**config.mk**
```make
export PLATFORM = sky130hd
export DESIGN_NAME = fifo_sync_buffer
export DESIGN_NICKNAME = d
export VERILOG_FILES = /design/src/rtl/fifo_pkg.sv /design/src/rtl/fifo_ctrl.sv /design/src/rtl/fifo_sync_buffer.sv
export SDC_FILE = /design/constraint.sdc
export NUM_CORES = 1
export LEC_CHECK = 0
export BUFFER_PORTS_ARGS = -buffer_cell sky130_fd_sc_hd__buf_2
export CORE_UTILIZATION = 60
export DETAILED_ROUTE_END_ITERATION = 8
export PLACE_DENSITY = 0.8
export REMOVE_ABC_BUFFERS = 1
export SLEW_MARGIN = 10
export SYNTH_ARGS = -nofsm -noshare
export SYNTH_HDL_FRONTEND = slang
export SYNTH_HIERARCHICAL = 1
export SYNTH_SLANG_ARGS = --single-unit
```
**constraint.sdc**
```tcl
create_clock -name clk -period 7.37 [get_ports clk]
set_input_delay 1.474 -clock clk [delete_from_list [all_inputs] [get_ports clk]]
set_output_delay 1.474 -clock clk [all_outputs]
set_load 0.02 [all_outputs]
```
**src/rtl/fifo_pkg.sv**
```systemverilog
// fifo_pkg: shared defaults and helpers for the synchronous FIFO slice.
// Holds the default geometry/threshold constants, the per-cycle operation
// encoding used by the controller, and the occupancy-width helper.
package fifo_pkg;

  localparam int DEFAULT_NO_OF_WORDS        = 3;
  localparam int DEFAULT_BITS_PER_WORD      = 8;
  localparam int DEFAULT_ALMOST_FULL_LEVEL  = 6;
  localparam int DEFAULT_ALMOST_EMPTY_LEVEL = 2;

  // What actually happens to the queue on a given edge, after the
  // accept rules have filtered the raw requests.
  typedef enum logic [1:0] {
    OP_IDLE  = 2'b00,
    OP_WRITE = 2'b01,
    OP_READ  = 2'b10,
    OP_BOTH  = 2'b11
  } fifo_op_e;

  // Occupancy runs 0..2**aw inclusive, so it needs one bit more than a pointer.
  function automatic int occupancy_width(input int aw);
    return aw + 1;
  endfunction

endpackage

```
**src/rtl/fifo_ctrl.sv**
```systemverilog
// fifo_ctrl: pointer, occupancy and flag bookkeeping for fifo_sync_buffer.
// Decides which requests are accepted each cycle and tells the storage in
// the top level where to write and read. Synchronous active-high reset.
module fifo_ctrl
  import fifo_pkg::*;
#(
  parameter int no_of_words        = DEFAULT_NO_OF_WORDS,
  parameter int almost_full_level  = DEFAULT_ALMOST_FULL_LEVEL,
  parameter int almost_empty_level = DEFAULT_ALMOST_EMPTY_LEVEL
) (
  input  logic                   clk_i,
  input  logic                   reset_i,
  input  logic                   wr_i,
  input  logic                   rd_i,
  output logic                   wr_en_o,
  output logic                   rd_en_o,
  output logic [no_of_words-1:0] wr_addr_o,
  output logic [no_of_words-1:0] rd_addr_o,
  output logic                   full_o,
  output logic                   empty_o,
  output logic                   almost_full_o,
  output logic                   almost_empty_o,
  output logic [no_of_words:0]   count_o,
  output logic                   overflow_o,
  output logic                   underflow_o
);

  localparam int DEPTH = 1 << no_of_words;
  localparam int CNT_W = occupancy_width(no_of_words);

  logic [no_of_words-1:0] wr_ptr_q, wr_ptr_d;
  logic [no_of_words-1:0] rd_ptr_q, rd_ptr_d;
  logic [CNT_W-1:0]       count_q, count_d;
  logic                   overflow_q, overflow_d;
  logic                   underflow_q, underflow_d;

  logic     full, empty;
  logic     wr_accept, rd_accept;
  fifo_op_e op;

  assign full  = (count_q == CNT_W'(DEPTH));
  assign empty = (count_q == '0);

  // Accept rules: a full FIFO still takes a write when a read frees a slot
  // on the same edge; reset overrides both requests.
  always_comb begin
    wr_accept = 1'b0;
    rd_accept = 1'b0;
    op        = OP_IDLE;
    if (!reset_i) begin
      wr_accept = wr_i && (!full || rd_i);
      rd_accept = rd_i && !empty;
    end
    case ({rd_accept, wr_accept})
      2'b01:   op = OP_WRITE;
      2'b10:   op = OP_READ;
      2'b11:   op = OP_BOTH;
      default: op = OP_IDLE;
    endcase
  end

  // Next-state: pointers wrap naturally at the pointer width, occupancy only
  // moves on an unpaired operation, error flags are sticky.
  always_comb begin
    wr_ptr_d    = wr_ptr_q;
    rd_ptr_d    = rd_ptr_q;
    count_d     = count_q;
    overflow_d  = overflow_q  | (wr_i && full && !rd_i);
    underflow_d = underflow_q | (rd_i && empty);
    if (wr_accept) wr_ptr_d = wr_ptr_q + 1'b1;
    if (rd_accept) rd_ptr_d = rd_ptr_q + 1'b1;
    case (op)
      OP_WRITE: count_d = count_q + 1'b1;
      OP_READ:  count_d = count_q - 1'b1;
      default:  count_d = count_q;
    endcase
  end

  // State register with synchronous reset.
  always_ff @(posedge clk_i) begin
    if (reset_i) begin
      wr_ptr_q    <= '0;
      rd_ptr_q    <= '0;
      count_q     <= '0;
      overflow_q  <= 1'b0;
      underflow_q <= 1'b0;
    end else begin
      wr_ptr_q    <= wr_ptr_d;
      rd_ptr_q    <= rd_ptr_d;
      count_q     <= count_d;
      overflow_q  <= overflow_d;
      underflow_q <= underflow_d;
    end
  end

  assign wr_en_o        = wr_accept;
  assign rd_en_o        = rd_accept;
  assign wr_addr_o      = wr_ptr_q;
  assign rd_addr_o      = rd_ptr_q;
  assign full_o         = full;
  assign empty_o        = empty;
  assign almost_full_o  = (count_q >= CNT_W'(almost_full_level));
  assign almost_empty_o = (count_q <= CNT_W'(almost_empty_level));
  assign count_o        = count_q;
  assign overflow_o     = overflow_q;
  assign underflow_o    = underflow_q;

endmodule

```
**src/rtl/fifo_sync_buffer.sv**
```systemverilog
// fifo_sync_buffer: single-clock FIFO with occupancy, threshold and sticky
// error flags. Storage and the read-data path live here; bookkeeping lives
// in fifo_ctrl. Define FIFO_FWFT_EN for first-word-fall-through read data;
// otherwise r_data is a register loaded on each accepted read.
module fifo_sync_buffer
  import fifo_pkg::*;
#(
  parameter int no_of_words        = DEFAULT_NO_OF_WORDS,
  parameter int bits_per_word      = DEFAULT_BITS_PER_WORD,
  parameter int almost_full_level  = DEFAULT_ALMOST_FULL_LEVEL,
  parameter int almost_empty_level = DEFAULT_ALMOST_EMPTY_LEVEL
) (
  input  logic                     clk,
  input  logic                     reset,
  input  logic                     wr,
  input  logic                     rd,
  input  logic [bits_per_word-1:0] w_data,
  output logic [bits_per_word-1:0] r_data,
  output logic                     full,
  output logic                     empty,
  output logic                     almost_full,
  output logic                     almost_empty,
  output logic [no_of_words:0]     count,
  output logic                     overflow,
  output logic                     underflow
);

  localparam int DEPTH = 1 << no_of_words;

  logic                     wr_en, rd_en;
  logic [no_of_words-1:0]   wr_addr, rd_addr;
  logic [bits_per_word-1:0] mem_q [DEPTH];

  fifo_ctrl #(
    .no_of_words       (no_of_words),
    .almost_full_level (almost_full_level),
    .almost_empty_level(almost_empty_level)
  ) u_ctrl (
    .clk_i         (clk),
    .reset_i       (reset),
    .wr_i          (wr),
    .rd_i          (rd),
    .wr_en_o       (wr_en),
    .rd_en_o       (rd_en),
    .wr_addr_o     (wr_addr),
    .rd_addr_o     (rd_addr),
    .full_o        (full),
    .empty_o       (empty),
    .almost_full_o (almost_full),
    .almost_empty_o(almost_empty),
    .count_o       (count),
    .overflow_o    (overflow),
    .underflow_o   (underflow)
  );

  // Storage is deliberately not reset; emptiness is tracked by the pointers.
  always_ff @(posedge clk) begin
    if (wr_en) mem_q[wr_addr] <= w_data;
  end

`ifdef FIFO_FWFT_EN
  logic unused_rd_en;
  assign unused_rd_en = rd_en;
  assign r_data       = mem_q[rd_addr];
`else
  logic [bits_per_word-1:0] r_data_q;

  // Capture the head word as it is popped; holds between reads.
  always_ff @(posedge clk) begin
    if (reset)      r_data_q <= '0;
    else if (rd_en) r_data_q <= mem_q[rd_addr];
  end

  assign r_data = r_data_q;
`endif

endmodule

```
Word level (Yosys, flattened, before mapping)
Memories as Yosys holds them, arrays and structs flattened. A register that Yosys moved wholly into a read port is not among the register bits.
Cells that the tools add are included.
- RAM bits: 64
- memories: 1
- bits in latches: 0
- input port bits: 12
- bits in registers: 12
- word-level logic and storage cells: 37
- ROM bits: 0
- memories (memory ; depth ; bits a word ; read ports ; clocked after memory_dff ; wr ports ; RTL line ; RTL):
    mem_q ; 8 ; 8 ; 1 ; 1 ; 1 ; fifo_sync_buffer.sv:32 ; logic [bits_per_word-1:0] mem_q [DEPTH];
- bitwise gates (word level): 2
- muxes and demuxes: 6
- equal/unequal tests: 6
- divide/modulo/power cells: 0
- shift-type cells: 0
- reductions and logical operators: 11
- add/sub/neg operators: 4
- $lt $le $gt $ge: 2
- multipliers: 0
- operators with widths (cell ; count):
    one-hot mux 4 bit (2 select lines) ; 1
    adder 3 x 1 -> 3 bit (second input constant) ; 2
    equality test 2 bit (second input constant) ; 3
    one-hot mux 2 bit (3 select lines) ; 1
    logical AND 1 bit ; 5
    adder 4 x 1 -> 4 bit (second input constant) ; 1
    equality test 2 x 1 -> 1 bit (second input constant) ; 2
    equality test 4 bit (second input constant) ; 1
    greater-or-equal comparator 4 x 3 -> 1 bit (second input constant) ; 1
    less-or-equal comparator 4 x 2 -> 1 bit (second input constant) ; 1
    logical NOT 4 bit ; 1
    two-way mux 1 bit ; 4
    subtractor 4 x 1 -> 4 bit (second input constant) ; 1
    logical NOT 1 bit ; 3
    OR 1 bit ; 2
    nonzero test 2 bit ; 1
    logical OR 1 bit ; 1

Logic depth before layout (Yosys ltp)
Gate-level depths: netlist (run 1).
- depth in word-level cells: 9
- gate-level depth with buffers: 11
- mapped depth without buffers: 10

Cells and area by module
The synthesis (run 1) kept the hierarchy.
- by module, submodules not included (module ; area each (sq um) ; instances ; cells each):
    fifo_sync_buffer ; 2812.7 ; 1 ; 162
    fifo_ctrl ; 658.1 ; 1 ; 70

Least setup slack after synthesis (run 1)
Ideal clock, no wire load.
- path kind: input port to flip-flop
- from: input reset
- to: register u_ctrl.count_q[3], in the netlist u_ctrl/count_o[3]
- library setup time: 0.121 ns
- required time: 7.249 ns
- slack: 4.208 ns
- buffers on the path: 1
- arrival: 3.041 ns
- stages on the path: 6
- cells stage by stage: clkbuf_1 -> nor2_1 -> ha_1 -> or3_1 -> o32ai_1 -> mux2_2
- cells in the longest elaborated chain, start to end: 5
- elaborated cells on any way between the ends: 10
- ends and longest elaborated chain (element ; RTL line ; RTL):
    start: declaration ; fifo_sync_buffer.sv:14 ; input logic reset,
    two-way mux 1 bit (*) ; fifo_ctrl.sv:50 ; if (!reset_i) begin
    named net rd_en ; fifo_sync_buffer.sv:30 ; logic wr_en, rd_en;
    equality test 2 bit or equality test 2 x 1 -> 1 bit (tied branches) ; fifo_ctrl.sv:54 ; case ({rd_accept, wr_accept})
    one-hot mux 2 bit (3 select lines) (*) ; fifo_ctrl.sv:54 ;
    equality test 2 bit or equality test 2 x 1 -> 1 bit (tied branches) ; fifo_ctrl.sv:72 ; case (op)
    one-hot mux 4 bit (2 select lines) or nonzero test 2 bit (tied branches) ; n/a ;
    end signal: assignment ; fifo_ctrl.sv:90 ; count_q <= count_d;
    end: declaration ; fifo_ctrl.sv:33 ; logic [CNT_W-1:0] count_q, count_d;
The timed path passes the listed nets; every way through them passes the cells marked *.
A chain may end at the register's enable or synchronous reset.

Final worst setup path (run 1)
- from: input reset
- to: memory mem_q[0][1] (netlist bit), enable pin
- cells in the longest elaborated chain, start to end: 3
- ends and longest elaborated chain (element ; RTL line ; RTL):
    two-way mux 1 bit ; fifo_ctrl.sv:50 ;
    named net wr_en ; fifo_sync_buffer.sv:30 ;
    two-way mux 1 bit ; fifo_sync_buffer.sv:58 ; if (wr_en) mem_q[wr_addr] <= w_data;
    two-way mux 1 bit (not written as such) ; fifo_sync_buffer.sv:58 ;
    end: declaration ; fifo_sync_buffer.sv:32 ;
The timed path passes the listed nets, and every way through them passes these cells.

==> results of run 1 <==
## final timing paths
kind	start	to	slack, ns	cells after the start
max	reset	mem_q[0][1]$_DFFE_PP_	4.13	5
max reg2reg	u_ctrl/count_o[2]$_SDFFE_PP0P_	u_ctrl/count_o[2]$_SDFFE_PP0P_	4.65	10
min reg2reg	u_ctrl/overflow_o$_SDFF_PP0_	u_ctrl/overflow_o$_SDFF_PP0_	0.47	2
min	u_ctrl/overflow_o$_SDFF_PP0_	u_ctrl/overflow_o$_SDFF_PP0_	0.47	2
## worst min-delay path: stages (launching register included)
cell and delay, ns:
dfxtp_1 0.33, a21oi_1 0.04, nor2_1 0.07
## synthesized netlist by cell type, types with 2 or more instances
| library cell | count |
|---|---|
| nand2b_1 | 4 |
| xor2_1 | 6 |
| mux2i_1 | 19 |
| a21oi_1 | 5 |
| nor2_1 | 29 |
| a211oi_1 | 7 |
| clkbuf_1 | 3 |
| a211oi_2 | 2 |
| buf_6 | 3 |
| dfxtp_1 | 20 |
| nor2b_1 | 5 |
| o22ai_1 | 7 |
| edfxtp_1 | 64 |
| a221o_1 | 7 |
| nand2_1 | 3 |
| ha_1 | 5 |
| or3_1 | 2 |
| buf_12 | 2 |
| buf_1 | 3 |
| nor3_1 | 2 |
| mux2_2 | 17 |
| inv_1 | 3 |
## power groups by stage
stage	clock network [W]	logic (W)	registers, W
floorplan	0	0.0000827	0.000570
global placement	0	0.000141	0.000549
detailed placement	0	0.000145	0.000550
CTS	0.000306	0.000146	0.000540
global route	0.000325	0.000157	0.000541
finish	0.000303	0.000145	0.000540
## metrics by stage
step	util [%]	instance area [um2]	setup WS (ns)	total power, W	instances
after global routing	68.8	3810	4.03	0.00102	340
after global placement	65.5	3630	3.75	0.000690	324
after detailed placement	65.5	3630	3.76	0.000695	324
after floorplan	-	3370	3.75	0.000653	220
after CTS	68.8	3810	4.11	0.000992	340
final	68.8	3810	4.13	0.000987	340
## metal layers
metal,vias to the layer above,part of all wire [%],track usage [%],wire length [um]
li1,941,-,-,-
met1,949,40,26.6,2470
met2,56,52,36.8,3200
met3,13,5.2,4.07,318
met4,0,2.7,11.9,163
met5,-,0,0,0
## flip-flops by register name (all words and copies together) (netlist names)
name                flops
u_ctrl/overflow_o       1
u_ctrl/underflow_o      1
u_ctrl/rd_addr_o        3
u_ctrl/wr_addr_o        3
r_data                  8
u_ctrl/count_o          4
mem_q                  64
## logic make-up (layout without fill, tap and decap cells)
logic type | after synthesis | after routing | synth area share (%)
compound gates | 37 | 37 | 8.80
xor+xnor | 7 | 7 | 1.77
fa+ha+maj | 5 | 5 | 1.80
buf+inv | 15 | 51 | 3.24
flops | 84 | 84 | 66.9
mux | 36 | 36 | 11.0
simple gates | 48 | 48 | 6.49
## cell type report
cell class	count	area (um2)
Sequential cell	84	2320
Timing Repair Buffer	32	168
Clock inverter	6	56.3
Inverter	3	11.3
Fill cell	380	1730
Tap cell	72	90.1
Clock buffer	10	128
Multi-Input combinational cell	133	1040
==> flow_summary.toml, run 1 <==
[status]
outcome = "completed"

[timing]
finalHoldViolCount = 0
holdWs_ns = 0.466
rsz0062_at_grt = "false"
slew_violations = 0
setup_viol = 0
skew_ns = 0.00769
maxSlewHeadroom_pct = 21.1
final.period_utilization_pct = 44.0
finalCriticalPeriod_ns = 3.24
worst_slew_pin_slew_ns = 1.17
final.setup.tns_ns = 0
max_freq_mhz = 308

[die]
core_um2 = 5540
num_rows = 27
die_area_um2 = 6090
dieWidth_um = 78.1
die_h_um = 78.1
initial_core_util_pct = 62.6
ios = 30

[cts]
worstSkewPairLatency_ns = 0.34
postCtsSetupBuffers = 0
htreeDepth = 3
root_buffer = "clkbuf_8"
cts_sinks = 84
cts_resized = 0
clkTransAtPathRegs_ns = 0.07
cts_tree = "yes"
cts-buffers-inserted = 9
ctsHoldBuffers = 0
clk_path_buf_depth = 2

[global_routing]
track_usage_pct = 21.8
grt_first_pass_wirelength_mm = 9.41
antenna_found_initial = 0
first_global_vias = 1885
grt_max_degree = 35
overflow = 0

[drt]
drc_errors = 0
wire_per_inst_um = 18.1
drt_iter0_drc = 148
via_per_inst = 5.76
dr.pass1.iters = 4
via_count = 1959
detail-route-antenna-nets = 0
routed_wl_mm = 6.15

[setup_path]
path_cells = "buf_2 -> or2_2 -> inv_1 -> nand2b_1 -> nor3_1"
setup.worst_path.start_class = "input pin"
arrival_ns = 3.20
crit_required_ns = 7.33
cp_slowest_stage_delay_ns = 0.91
crit_path_top_delay_cell = "nor3_1"
crit_type = "in2reg"
cp_top_family = "simple AND/OR/NAND/NOR gates"
path_buf_inv = 2
path_max_fanout = 23
end_kind = "register"

[logic_synthesis]
syn_avg_cell_area_um2 = 15.0
yosysTopAreaCell = "edfxtp_1"
synth_top_area_share_pct = 55.4
seq_area_frac_synth_pct = 66.9
async_flop_share_pct = 0
synth_edf_count = 64
ys_ff_latch = 84
ys_types = 36
ys.warnings.count = 6
syn_inst = 232
synthTopCellsByArea = "edfxtp_1 (55%), dfxtp_1 (12%), mux2_2 (5.5%)"
synthesis.area_um2 = 3470
ys.flop_type = "edfxtp_1"

[layout]
layout_commonest_cell = "edfxtp_1"
drive_gt1_share_pct = 25.7
layout.nets = 280
final_cell_mix = "edfxtp_1 (64), nor2_1 (29), buf_2 (29), dfxtp_1 (20), mux2i_1 (19)"
syn2layout_area_growth_pct = 9.81
insertedDiodeCount = 0

[power]
power_density_nw_per_um2 = 259
power.internal_w = 0.000742
comb_power_share_pct = 14.6
seqPwrFrac_pct = 54.6
ir_drop_uv = 156
p_sw_w = 0.000246
clkPwrFrac_pct = 30.7
p_sw_share_pct = 24.9
p_leak_nw = 1.36

[place]
gp_congestion = 0.744
port_buffers = 29
dp_hpwl_mm = 3.90

[min_path]
holdCritPathClass = "reg2reg"

[job]
drv_cap = 0
(Power assumes the default switching activity.)
==> run 2, diff against run 1 <==
--- a/config.mk
+++ b/config.mk
@@ -6,9 +6,9 @@
 export NUM_CORES = 1
 export LEC_CHECK = 0
 export BUFFER_PORTS_ARGS = -buffer_cell sky130_fd_sc_hd__buf_2
-export CORE_UTILIZATION = 60
+export CORE_UTILIZATION = 58
 export DETAILED_ROUTE_END_ITERATION = 8
-export PLACE_DENSITY = 0.8
+export PLACE_DENSITY = 0.78
 export REMOVE_ABC_BUFFERS = 1
 export SLEW_MARGIN = 10
 export SYNTH_ARGS = -nofsm -noshare
==> constraint.sdc (replaced) <==
create_clock -name clk -period 3.1 [get_ports clk]
set_input_delay 0.62 -clock clk [delete_from_list [all_inputs] [get_ports clk]]
set_output_delay 0.62 -clock clk [all_outputs]
set_load 0.02 [all_outputs]
==> flow_summary.toml, run 2 (same netlist as run 1, synthesis figures left out) <==
[status]
outcome = "completed"

[job]
drv_cap = 0

[drt]
drt_iter0_drc = 101
via_per_inst = 5.75
dr.pass1.iters = 4
detail-route-antenna-nets = 0
via_count = 2023
routed_wl_mm = 6.16
drc_errors = 0
wire_per_inst_um = 17.5

[setup_path]
setup.worst_path.start_class = "register"
path_max_fanout = 11
r2r.worst_path.cells = 10
rr_startpoint = "u_ctrl/count_o[2]$_SDFFE_PP0P_"
timing.rr.end = "u_ctrl/count_o[2]$_SDFFE_PP0P_"
crit_type = "reg2reg"
arrival_ns = 3.01
crit_path_top_delay_cell = "or4b_4"
end_kind = "register"
cp_slowest_stage_delay_ns = 0.62
path_cells = "or4b_4 -> o21ai_4 -> or2_2 -> ha_1 -> xor2_1 -> ha_1 -> a21oi_1 -> xor2_1 -> or3_1 -> a21oi_1"
rrSetupSlack_ns = 0.38
crit_required_ns = 3.39

[cts]
ctsHoldBuffers = 0
root_buffer = "clkbuf_8"
cts_sinks = 84
postCtsSetupBuffers = 0
clkTransAtPathRegs_ns = 0.08
cts-buffers-inserted = 9
clk_path_buf_depth = 2
cts_tree = "yes"
htreeDepth = 3
cts_resized = 0
worstSkewPairLatency_ns = 0.35

[die]
dieWidth_um = 79.4
die_area_um2 = 6300
num_rows = 27
core_um2 = 5640
die_h_um = 79.4
ios = 30
initial_core_util_pct = 61.5

[timing]
final.period_utilization_pct = 87.6
slew_violations = 0
skew_ns = 0.00552
max_freq_mhz = 368
finalHoldViolCount = 0
setup_viol = 0
finalCriticalPeriod_ns = 2.72
worst_slew_pin_slew_ns = 0.702
rsz0062_at_grt = "false"
final.setup.tns_ns = 0
holdWs_ns = 0.474
maxSlewHeadroom_pct = 53.1
setup_slack_ns = 0.385

[layout]
drive_gt1_share_pct = 30.0
top_register = "mem_q"
insertedDiodeCount = 0
largest_reg_flops = 64
syn2layout_area_growth_pct = 12.2
final_cell_mix = "edfxtp_1 (64), nor2_1 (29), buf_2 (29), dfxtp_1 (20), mux2i_1 (19)"
layout.nets = 292
layout_commonest_cell = "edfxtp_1"

[global_routing]
grt_max_degree = 35
overflow = 0
antenna_found_initial = 0
track_usage_pct = 21.7
grt_first_pass_wirelength_mm = 9.51
first_global_vias = 1892

[place]
dp_slack_ns = 0.441
dp_hpwl_mm = 4.00
port_buffers = 29
gp_congestion = 0.758

[min_path]
holdCritPathClass = "reg2reg"
holdPathStages = 2
holdCritStartpoint = "u_ctrl/overflow_o$_SDFF_PP0_"
holdPathEnd = "u_ctrl/overflow_o$_SDFF_PP0_"

[power]
power_density_nw_per_um2 = 597
ir_drop_uv = 403
p_leak_nw = 1.42
==> run 2: final cells by class <==
type / instances / area, um2
tap: 72 / 90.1
clock inverter: 7 / 52.6
multi-input combinational: 133 / 1040
inverter: 3 / 11.3
sequential: 84 / 2320
timing repair buffer: 44 / 258
clock buffer: 9 / 124
fill: 382 / 1750
==> run 2: worst max-delay path by stage <==
stage	startpoint	endpoint	slack, ns
detailed placement	u_ctrl/count_o[2]$_SDFFE_PP0P_	u_ctrl/count_o[2]$_SDFFE_PP0P_	0.44
finish	u_ctrl/count_o[2]$_SDFFE_PP0P_	u_ctrl/count_o[2]$_SDFFE_PP0P_	0.38
global route	u_ctrl/count_o[2]$_SDFFE_PP0P_	u_ctrl/count_o[2]$_SDFFE_PP0P_	0.26
global placement	u_ctrl/count_o[2]$_SDFFE_PP0P_	u_ctrl/count_o[3]$_SDFFE_PP0P_	0.51
floorplan	u_ctrl/count_o[2]$_SDFFE_PP0P_	u_ctrl/count_o[3]$_SDFFE_PP0P_	0.29
CTS	u_ctrl/count_o[2]$_SDFFE_PP0P_	u_ctrl/count_o[2]$_SDFFE_PP0P_	0.41
==> run 2: layer usage <==
metal | vias to the layer above | global-route usage, % | share of wire, %
met1 | 983 | 26.8 | 42
met2 | 56 | 35.2 | 50
met3 | 17 | 3.79 | 4.5
met4 | 0 | 14.0 | 3.0
met5 | - | 0 | 0
li1 | 967 | - | -
==> run 2: through the flow <==
| step | instances | power, W | utilization, % | cell area (um2) |
|---|---|---|---|---|
| 2_1_floorplan | 220 | 0.00155 | - | 3370 |
| 4_1_cts | 352 | 0.00234 | 69.0 | 3890 |
| 6_report | 352 | 0.00233 | 69.0 | 3890 |
| 3_5_place_dp | 336 | 0.00166 | 65.9 | 3720 |
| 5_1_grt | 352 | 0.00241 | 69.0 | 3890 |
| 3_3_place_gp | 336 | 0.00165 | 65.9 | 3720 |
==> run 2: worst max-delay path, delay by kind of cell (launching register included) <==
kind	cells	cell delay, ns
DFF	1	0.41
adders and majority gates	2	0.41
xor gates and xnor gates	2	0.34
and+or+nand+nor	3	1.11
AOI/OAI and AO/OA	3	0.37
==> run 2: where the power goes <==
group | switching (W) | internal, W | total, W | leakage (nW)
Clock | 0.000398 | 0.000294 | 0.000692 | 0.0896
Combinational | 0.000196 | 0.000156 | 0.000352 | 0.590
Sequential | 0.0000337 | 0.00125 | 0.00128 | 0.741
Total | 0.000627 | 0.00170 | 0.00233 | 1.42
==> run 3, diff against run 2 <==
--- a/config.mk
+++ b/config.mk
@@ -7,8 +7,10 @@
 export LEC_CHECK = 0
 export BUFFER_PORTS_ARGS = -buffer_cell sky130_fd_sc_hd__buf_2
 export CORE_UTILIZATION = 58
+export CTS_CLUSTER_DIAMETER = 60
 export DETAILED_ROUTE_END_ITERATION = 8
 export PLACE_DENSITY = 0.78
+export RECOVER_POWER = 50
 export REMOVE_ABC_BUFFERS = 1
 export SLEW_MARGIN = 10
 export SYNTH_ARGS = -nofsm -noshare
==> flow_summary.toml, run 3 (same netlist as run 1, synthesis figures left out) <==
[status]
outcome = "completed"

[setup_path]
setup.worst_path.start_class = "register"
crit_type = "reg2reg"
r2r.worst_path.cells = 10
crit_path_top_delay_cell = "or4b_1"
cp-endpoint = "u_ctrl/count_o[2]$_SDFFE_PP0P_"
end_kind = "register"
arrival_ns = 3.07
cp_top_family = "simple AND/OR/NAND/NOR gates"
rr_startpoint = "u_ctrl/count_o[2]$_SDFFE_PP0P_"
path_cells = "or4b_1 -> o21ai_4 -> or2_2 -> ha_1 -> xor2_1 -> ha_1 -> a21oi_1 -> xor2_1 -> or3_1 -> a21oi_1"
rrSetupSlack_ns = 0.32
cp_slowest_stage_delay_ns = 0.66
crit_required_ns = 3.40
timing.rr.end = "u_ctrl/count_o[2]$_SDFFE_PP0P_"
crit_cells = 10
path_max_fanout = 11
cp-startpoint = "u_ctrl/count_o[2]$_SDFFE_PP0P_"
path_buf_inv = 0

[place]
dp_cells = 336
gp_congestion = 0.758
port_buffers = 29
dp_hpwl_mm = 4.00

[power]
power.internal_w = 0.00169
comb_power_share_pct = 15.0
seqPwrFrac_pct = 55.2
clkPwrFrac_pct = 29.9
p_leak_nw = 1.35
p_sw_w = 0.000629
power_density_nw_per_um2 = 602
ir_drop_uv = 398
p_sw_share_pct = 27.1

[cts]
ctsHoldBuffers = 0
postCtsSetupBuffers = 0
clkTransAtPathRegs_ns = 0.09
cts_resized = 0
cts_sinks = 84
cts_tree = "yes"
root_buffer = "clkbuf_8"
htreeDepth = 3
clk_path_buf_depth = 2
cts-buffers-inserted = 9
worstSkewPairLatency_ns = 0.36

[drt]
drc_errors = 0
dr.pass1.iters = 4
drt_iter0_drc = 114
wire_per_inst_um = 17.5
routed_wl_mm = 6.17
detail-route-antenna-nets = 0
via_count = 2003
via_per_inst = 5.69

[global_routing]
antenna_found_initial = 0
first_global_vias = 1892
track_usage_pct = 21.7
overflow = 0
grt_max_degree = 35
grt_first_pass_wirelength_mm = 9.51

[layout]
final_cells = 352
layout.nets = 292
layout_commonest_cell = "edfxtp_1"
top_register = "mem_q"
largest_reg_flops = 64
drive_gt1_share_pct = 22.5
final_cell_mix = "edfxtp_1 (64), nor2_1 (29), dfxtp_1 (20), mux2i_1 (19), clkbuf_1 (19)"
insertedDiodeCount = 0
syn2layout_area_growth_pct = 11.2

[die]
num_rows = 27
die_area_um2 = 6300
dieWidth_um = 79.4
ios = 30
die_h_um = 79.4
core_um2 = 5640
initial_core_util_pct = 61.5

[timing]
finalHoldViolCount = 0
rsz0062_at_grt = "false"
worst_slew_pin_slew_ns = 1.00
max_freq_mhz = 360
setup_viol = 0
slew_violations = 0
skew_ns = 0.00683
maxSlewHeadroom_pct = 33.3
finalCriticalPeriod_ns = 2.78
final.period_utilization_pct = 89.6
final.setup.tns_ns = 0

[job]
drv_cap = 0

[min_path]
holdCritPathClass = "reg2reg"
==> run 3: area by class of cell <==
type	count	area, um2
fillers	396	1780
flip-flops and latches	84	2320
clock inverters	7	52.6
inverters	3	11.3
well taps	72	90.1
repair buffers	44	231
clock buffers	9	124
multi-input cells	133	1030
==> run 3: worst min-delay path by stage <==
stage / depth (start not counted) / slack, ns / from / end
CTS: 2 / 0.48 / u_ctrl/overflow_o$_SDFF_PP0_ / u_ctrl/overflow_o$_SDFF_PP0_
global route: 2 / 0.52 / u_ctrl/overflow_o$_SDFF_PP0_ / u_ctrl/overflow_o$_SDFF_PP0_
floorplan: 2 / 0.49 / u_ctrl/wr_addr_o[2]$_SDFFE_PP0P_ / u_ctrl/wr_addr_o[2]$_SDFFE_PP0P_
detailed placement: 2 / 0.46 / u_ctrl/overflow_o$_SDFF_PP0_ / u_ctrl/overflow_o$_SDFF_PP0_
global placement: 2 / 0.45 / u_ctrl/overflow_o$_SDFF_PP0_ / u_ctrl/overflow_o$_SDFF_PP0_
finish: 2 / 0.48 / u_ctrl/overflow_o$_SDFF_PP0_ / u_ctrl/overflow_o$_SDFF_PP0_
==> run 3: tightest hold or removal path: stages, from the launching register on <==
cell,delay [ns]
dfxtp_1,0.34
a21oi_1,0.04
nor2_1,0.07
==> run 3: power groups by stage <==
stage,Sequential (W),Combinational (W),Clock [W]
4_1_cts,0.00128,0.000355,0.000702
6_report,0.00128,0.000348,0.000694
2_1_floorplan,0.00135,0.000197,0
3_3_place_gp,0.00130,0.000349,0
5_1_grt,0.00129,0.000377,0.000742
3_5_place_dp,0.00131,0.000354,0
==> run 3: through the flow <==
step / total power (W) / instance area [um2] / hold WS (ns) / setup slack (ns) / util, %
2_1_floorplan: 0.00155 / 3370 / 0.492 / 0.290 / -
3_3_place_gp: 0.00165 / 3720 / 0.449 / 0.508 / 65.9
3_5_place_dp: 0.00166 / 3720 / 0.462 / 0.441 / 65.9
4_1_cts: 0.00234 / 3890 / 0.483 / 0.409 / 69.0
5_1_grt: 0.00241 / 3860 / 0.518 / 0.196 / 68.4
6_report: 0.00232 / 3860 / 0.480 / 0.323 / 68.4
==> run 3: routing by layer <==
layer  vias to the layer above  share of wire [%]  track usage [%]
met3                        19                3.3             3.79
met4                         0                3.0             14.0
met2                        45                 50             35.2
li1                        969                  -                -
met5                         -                  0                0
met1                       970                 44             26.8
